`src/rtl/uart_rx_if.sv`:
```
// rtl/uart_rx_if.sv - serial line and received-byte bundle for uart_rx
interface uart_rx_if;
   logic       rx;
   logic [7:0] rx_data;
   logic       rx_done;
   logic       frame_err;
   logic       busy;

   modport master (
      input  rx,
      output rx_data,
      output rx_done,
      output frame_err,
      output busy
   );

   modport slave (
      output rx,
      input  rx_data,
      input  rx_done,
      input  frame_err,
      input  busy
   );
endinterface

```
`src/rtl/uart_rx.sv`:
```
// rtl/uart_rx.sv - 8N1 UART receiver with centre sampling and framing check
module uart_rx #(
   parameter int clk_freq  = 50_000_000,
   parameter int baud_rate = 9600
) (
   input  logic      clk,
   input  logic      rst,
   uart_rx_if.master bus
);

   localparam int          baud_tick = clk_freq / baud_rate;
   localparam int          half_tick = baud_tick / 2;
   localparam logic [12:0] tick_last = 13'(baud_tick - 1);
   localparam logic [12:0] half_last = 13'(half_tick - 1);

   typedef enum logic [1:0] {
      IDLE  = 2'd0,
      START = 2'd1,
      DATA  = 2'd2,
      STOP  = 2'd3
   } state_t;

   state_t      state;
   logic        sync1;
   logic        rx_s;
   logic        armed;
   logic [12:0] baud_cnt;
   logic [3:0]  bit_cnt;
   logic [7:0]  shift;
   logic [7:0]  data_q;
   logic        done_q;
   logic        err_q;
   logic        busy_q;

   always_ff @(posedge clk or negedge rst) begin
      if (!rst) begin
         state    <= IDLE;
         sync1    <= 1'b1;
         rx_s     <= 1'b1;
         armed    <= 1'b0;
         baud_cnt <= 13'd0;
         bit_cnt  <= 4'd0;
         shift    <= 8'h00;
         data_q   <= 8'h00;
         done_q   <= 1'b0;
         err_q    <= 1'b0;
         busy_q   <= 1'b0;
      end else begin
         sync1  <= bus.rx;
         rx_s   <= sync1;
         done_q <= 1'b0;
         err_q  <= 1'b0;
         case (state)
            IDLE: begin
               // a line held low since reset or a break must go high before a start counts
               if (rx_s) begin
                  armed <= 1'b1;
               end else if (armed) begin
                  state    <= START;
                  baud_cnt <= 13'd0;
                  busy_q   <= 1'b1;
               end
            end
            START: begin
               if (baud_cnt == half_last) begin
                  baud_cnt <= 13'd0;
                  if (!rx_s) begin
                     state   <= DATA;
                     bit_cnt <= 4'd0;
                  end else begin
                     state  <= IDLE;
                     busy_q <= 1'b0;
                  end
               end else begin
                  baud_cnt <= baud_cnt + 13'd1;
               end
            end
            DATA: begin
               if (baud_cnt == tick_last) begin
                  baud_cnt <= 13'd0;
                  shift    <= {rx_s, shift[7:1]};
                  bit_cnt  <= bit_cnt + 4'd1;
                  if (bit_cnt == 4'd7) begin
                     state <= STOP;
                  end
               end else begin
                  baud_cnt <= baud_cnt + 13'd1;
               end
            end
            STOP: begin
               if (baud_cnt == tick_last) begin
                  baud_cnt <= 13'd0;
                  state    <= IDLE;
                  busy_q   <= 1'b0;
                  if (rx_s) begin
                     data_q <= shift;
                     done_q <= 1'b1;
                  end else begin
                     err_q <= 1'b1;
                     armed <= 1'b0;
                  end
               end else begin
                  baud_cnt <= baud_cnt + 13'd1;
               end
            end
            default: begin
               state  <= IDLE;
               busy_q <= 1'b0;
            end
         endcase
      end
   end

   assign bus.rx_data   = data_q;
   assign bus.rx_done   = done_q;
   assign bus.frame_err = err_q;
   assign bus.busy      = busy_q;

endmodule

```
`src/flat_wrapper.sv`:
```
// flat-port wrapper written by rule: the top's interface ports become plain ports
module uart_rx_flat 
#(
   parameter int clk_freq  = 50_000_000,
   parameter int baud_rate = 9600
)
  (clk, rst, bus_rx, bus_rx_data, bus_rx_done, bus_frame_err, bus_busy);
  uart_rx_if bus_i ();
  input  logic clk;
  input  logic rst;
  input wire logic [$bits(bus_i.rx)-1:0] bus_rx;
  output wire logic [$bits(bus_i.rx_data)-1:0] bus_rx_data;
  output wire logic [$bits(bus_i.rx_done)-1:0] bus_rx_done;
  output wire logic [$bits(bus_i.frame_err)-1:0] bus_frame_err;
  output wire logic [$bits(bus_i.busy)-1:0] bus_busy;
  assign bus_i.rx = bus_rx;
  assign bus_rx_data = bus_i.rx_data;
  assign bus_rx_done = bus_i.rx_done;
  assign bus_frame_err = bus_i.frame_err;
  assign bus_busy = bus_i.busy;
  uart_rx #(.clk_freq(clk_freq), .baud_rate(baud_rate)) u_core (.clk(clk), .rst(rst), .bus(bus_i));
endmodule
```
`config.mk`:
```
export PLATFORM = sky130hd
export DESIGN_NAME = uart_rx_flat
export DESIGN_NICKNAME = d
export VERILOG_FILES = /design/src/rtl/uart_rx_if.sv /design/src/rtl/uart_rx.sv /design/src/flat_wrapper.sv
export SDC_FILE = /design/constraint.sdc
export NUM_CORES = 1
export LEC_CHECK = 0
export ABC_AREA = 1
export BUFFER_PORTS_ARGS = -buffer_cell sky130_fd_sc_hd__buf_2
export CAP_MARGIN = 20
export CORE_MARGIN = 4
export CORE_UTILIZATION = 35
export DETAILED_ROUTE_END_ITERATION = 10
export PLACE_DENSITY = 0.48
export REMOVE_ABC_BUFFERS = 1
export SYNTH_ARGS = -nofsm -noshare
export SYNTH_HDL_FRONTEND = slang
export SYNTH_SLANG_ARGS = --single-unit
```
`constraint.sdc`:
```
create_clock -name clk -period 2.3 [get_ports clk]
set_clock_uncertainty 0.1 [all_clocks]
set_input_delay 0.23 -clock clk [delete_from_list [all_inputs] [get_ports clk]]
set_output_delay 0.23 -clock clk [all_outputs]
set_load 0.02 [all_outputs]
```
==> run metrics <==
Slew Limit Fails 0; sw power 0.0008349 W; crit path max-delay cell type dfrtp_1; vias in the first global route 1614; crit path DAT 1.87 ns; area grow syn2layout 13.45%; Seq/Total Area, Yosys 48.30%; Sequential Power Share 41.1%; relative slew slack 71.96%; core area 5921 um2; first-pass GRT wire length 7.445 mm; internal power 0.001395 W; Via density 4.584; most used flip-flop cell after synthesis dfrtp_1; Die Wd 86 um; commonest non-fill, non-tap cell in the layout nand2_1; Wirelength per Cell 11.76 um; Cell variety after synth 32; row cnt 28; startpoint types flip-flop; async set-reset flop share out of synthesis 100.0%; hold depth 0; slowest stage delay, CP 0.37 ns; clock sinks 41; Total Power 0.002230 W; DR pass1 iterations 4; worst hold path class reg2reg; port bufs 13; WP buf/inv 0; largest net degree at the start of global routing 25; Critical Path RT 2.38 ns; Post-DP HPWL 3.137 mm; initial antenna violation count 0; Setup Crit Path Kind reg2reg; Setup crit end kind flip-flop; Final Hold Viols 0; CTS tree done; worst-path cell chain ha_1 -> nand2_2 -> nor3_2 -> nand3_2 -> nand2_1 -> o21ai_2; Reg-to-Reg End u_core.bus.rx_data[4]; Synth area leader dfrtp_1; Clk pwr share 27.4%; clk root buf clkbuf_8; PwrDens 922.8 nW/um2; CTS buffer count 5; starting density of the core 35.97%; max-cap viol count 0; minimum clock period 1.793 ns; Worst R2R Start u_core.baud_cnt[0]; post-route ant nets 0; # DRC 0; Mapped Cells 258; # IOs 14; Yosys reg bits 41; GRT overflow 0; WL final 4.185 mm; initial drt markers 80; Tightest Pin Transition 0.4201 ns; Mapped Area 2130 um2; Skew-Pair Late Insertion Delay 0.29 ns; die area 7396 um2; Reg2Reg Setup Slack 0.51 ns; Hold Startpoint u_core.sync1; switching share of power 37.45%; Logic pwr share 31.5%; RSZ-0062 raised after global routing no; maximum clock path buffer count 2; peak supply drop 0.0004989 V; FMAX 0.5578 GHz; number of synthesized flops with an enable pin 0; period utilization 77.94%; share of cells above drive strength 1 22.78%; Final GP Congestion 0.8016; post-synth top area share 45.83%; R2R cell count 6; YS warnings 0; n_diodes 0; status finished clean; Syn Area/Cell 8.254 um2; Die Height 86 um; synth top area cells dfrtp_1 (46%), nand2_1 (13%), nor2_1 (4.9%); setup_tns 0 ns; Filler cells 617; H-tree levels 2; Worst Path Max Fanout 16; final-report setup violation count 0; total track usage 12.73%; # nets final 285; end of the worst hold path u_core.rx_s; Clock Pin Slew Worst Setup and Hold Paths 0.08 ns; DR vias 1632; Crit path max-delay family simple AND/OR/NAND/NOR gates; commonest non-fill, non-tap cells in the layout nand2_1 (76), dfrtp_1 (39), nor2_1 (28); Pleak 1.160 nW
==> metrics by stage <==
stage / utilization, % / instances / setup WS (ns) / cell area (um2) / hold slack [ns]
after global routing: 40.81 / 356 / 0.3574 / 2416 / 0.2621
after floorplan: - / 255 / 0.6921 / 2095 / -0.1656
after detailed placement: 38.44 / 346 / 0.4833 / 2276 / 0.09042
after global placement: 38.44 / 346 / 0.5349 / 2276 / 0.09214
final: 40.81 / 356 / 0.5073 / 2416 / 0.2598
after CTS: 40.81 / 356 / 0.4685 / 2416 / 0.2614
==> routing by layer <==
metal | vias to the layer above | routed length [um] | track usage, %
met2 | 27 | 1867 | 19.69
li1 | 861 | - | -
met1 | 742 | 2113 | 17.36
met3 | 2 | 174 | 3.458
met5 | - | 0 | 0
met4 | 0 | 29 | 3.885
==> cell type report <==
cell class | count | area [um2] | share of cell area [%]
multi-input cells | 183 | 948.4 | 39.25
clock buffers | 6 | 82.58 | 3.418
repair buffers | 18 | 107.6 | 4.454
inverters | 31 | 117.6 | 4.868
flip-flops and latches | 41 | 1028 | 42.57
well taps | 75 | 93.84 | 3.884
clock inverters | 2 | 37.54 | 1.554
==> worst max path at each step <==
| stage | cells after the start | from | slack (ns) | endpoint |
|---|---|---|---|---|
| floorplan | 6 | u_core.baud_cnt[0] | 0.69 | u_core.bus.rx_data[0] |
| global placement | 6 | u_core.baud_cnt[0] | 0.53 | u_core.bus.rx_data[2] |
| detailed placement | 6 | u_core.baud_cnt[0] | 0.48 | u_core.bus.rx_data[0] |
| CTS | 6 | u_core.baud_cnt[0] | 0.47 | u_core.bus.rx_data[0] |
| global route | 6 | u_core.baud_cnt[0] | 0.36 | u_core.bus.rx_data[4] |
| finish | 6 | u_core.baud_cnt[0] | 0.51 | u_core.bus.rx_data[4] |
==> cells in the mapped netlist, types with 2 or more instances <==
master    count
nor3_2        2
nor2_1       28
o21ai_0       9
nand2_1      76
nand3_1      13
nand2_2       6
dfrtp_1      39
xor2_1        5
a21oi_2       3
a21oi_1       6
o211ai_1      2
o21ai_1       2
nand4_1       3
o21ai_2       7
ha_1          2
inv_1        22
dfstp_2       2
inv_2         8
o22ai_1       5
nor2_2        6
==> cell families (layout without fill, tap and decap cells) <==
group | count (synthesis) | after routing | share of synthesized area (%)
flops | 41 | 41 | 48.30
buf+inv | 34 | 57 | 7.168
compound gates | 34 | 34 | 10.28
fa+ha+maj | 2 | 2 | 1.175
simple gates | 141 | 141 | 30.61
xor+xnor | 6 | 6 | 2.468
==> state kept, by name, indices dropped and copies added (netlist names), named ones only <==
register and count:
u_core.bit_cnt 4, u_core.bus.rx_data 8, u_core.sync1 1, u_core.bus.frame_err 1
u_core.shift 8, u_core.bus.rx_done 1, u_core.baud_cnt 13, u_core.armed 1
u_core.rx_s 1, u_core.state 1, u_core.bus.busy 1
==> power by group through the flow <==
stage | clock network, W | logic (W) | registers (W)
after floorplan | 0 | 0.000532 | 0.000920
after global placement | 0 | 0.000717 | 0.000930
after detailed placement | 0 | 0.000708 | 0.000929
after CTS | 0.000632 | 0.000715 | 0.000914
after global routing | 0.000661 | 0.000825 | 0.000931
final | 0.000610 | 0.000703 | 0.000917
==> repair_timing <==
item / 4_1_cts / 5_1_grt
resized for setup: 0 / 0
hold buffers: 2 / 0
buffers inserted: 0 / 0
hold endpoints to repair: 16 / 0
Power figures use the tool's default switching activity.
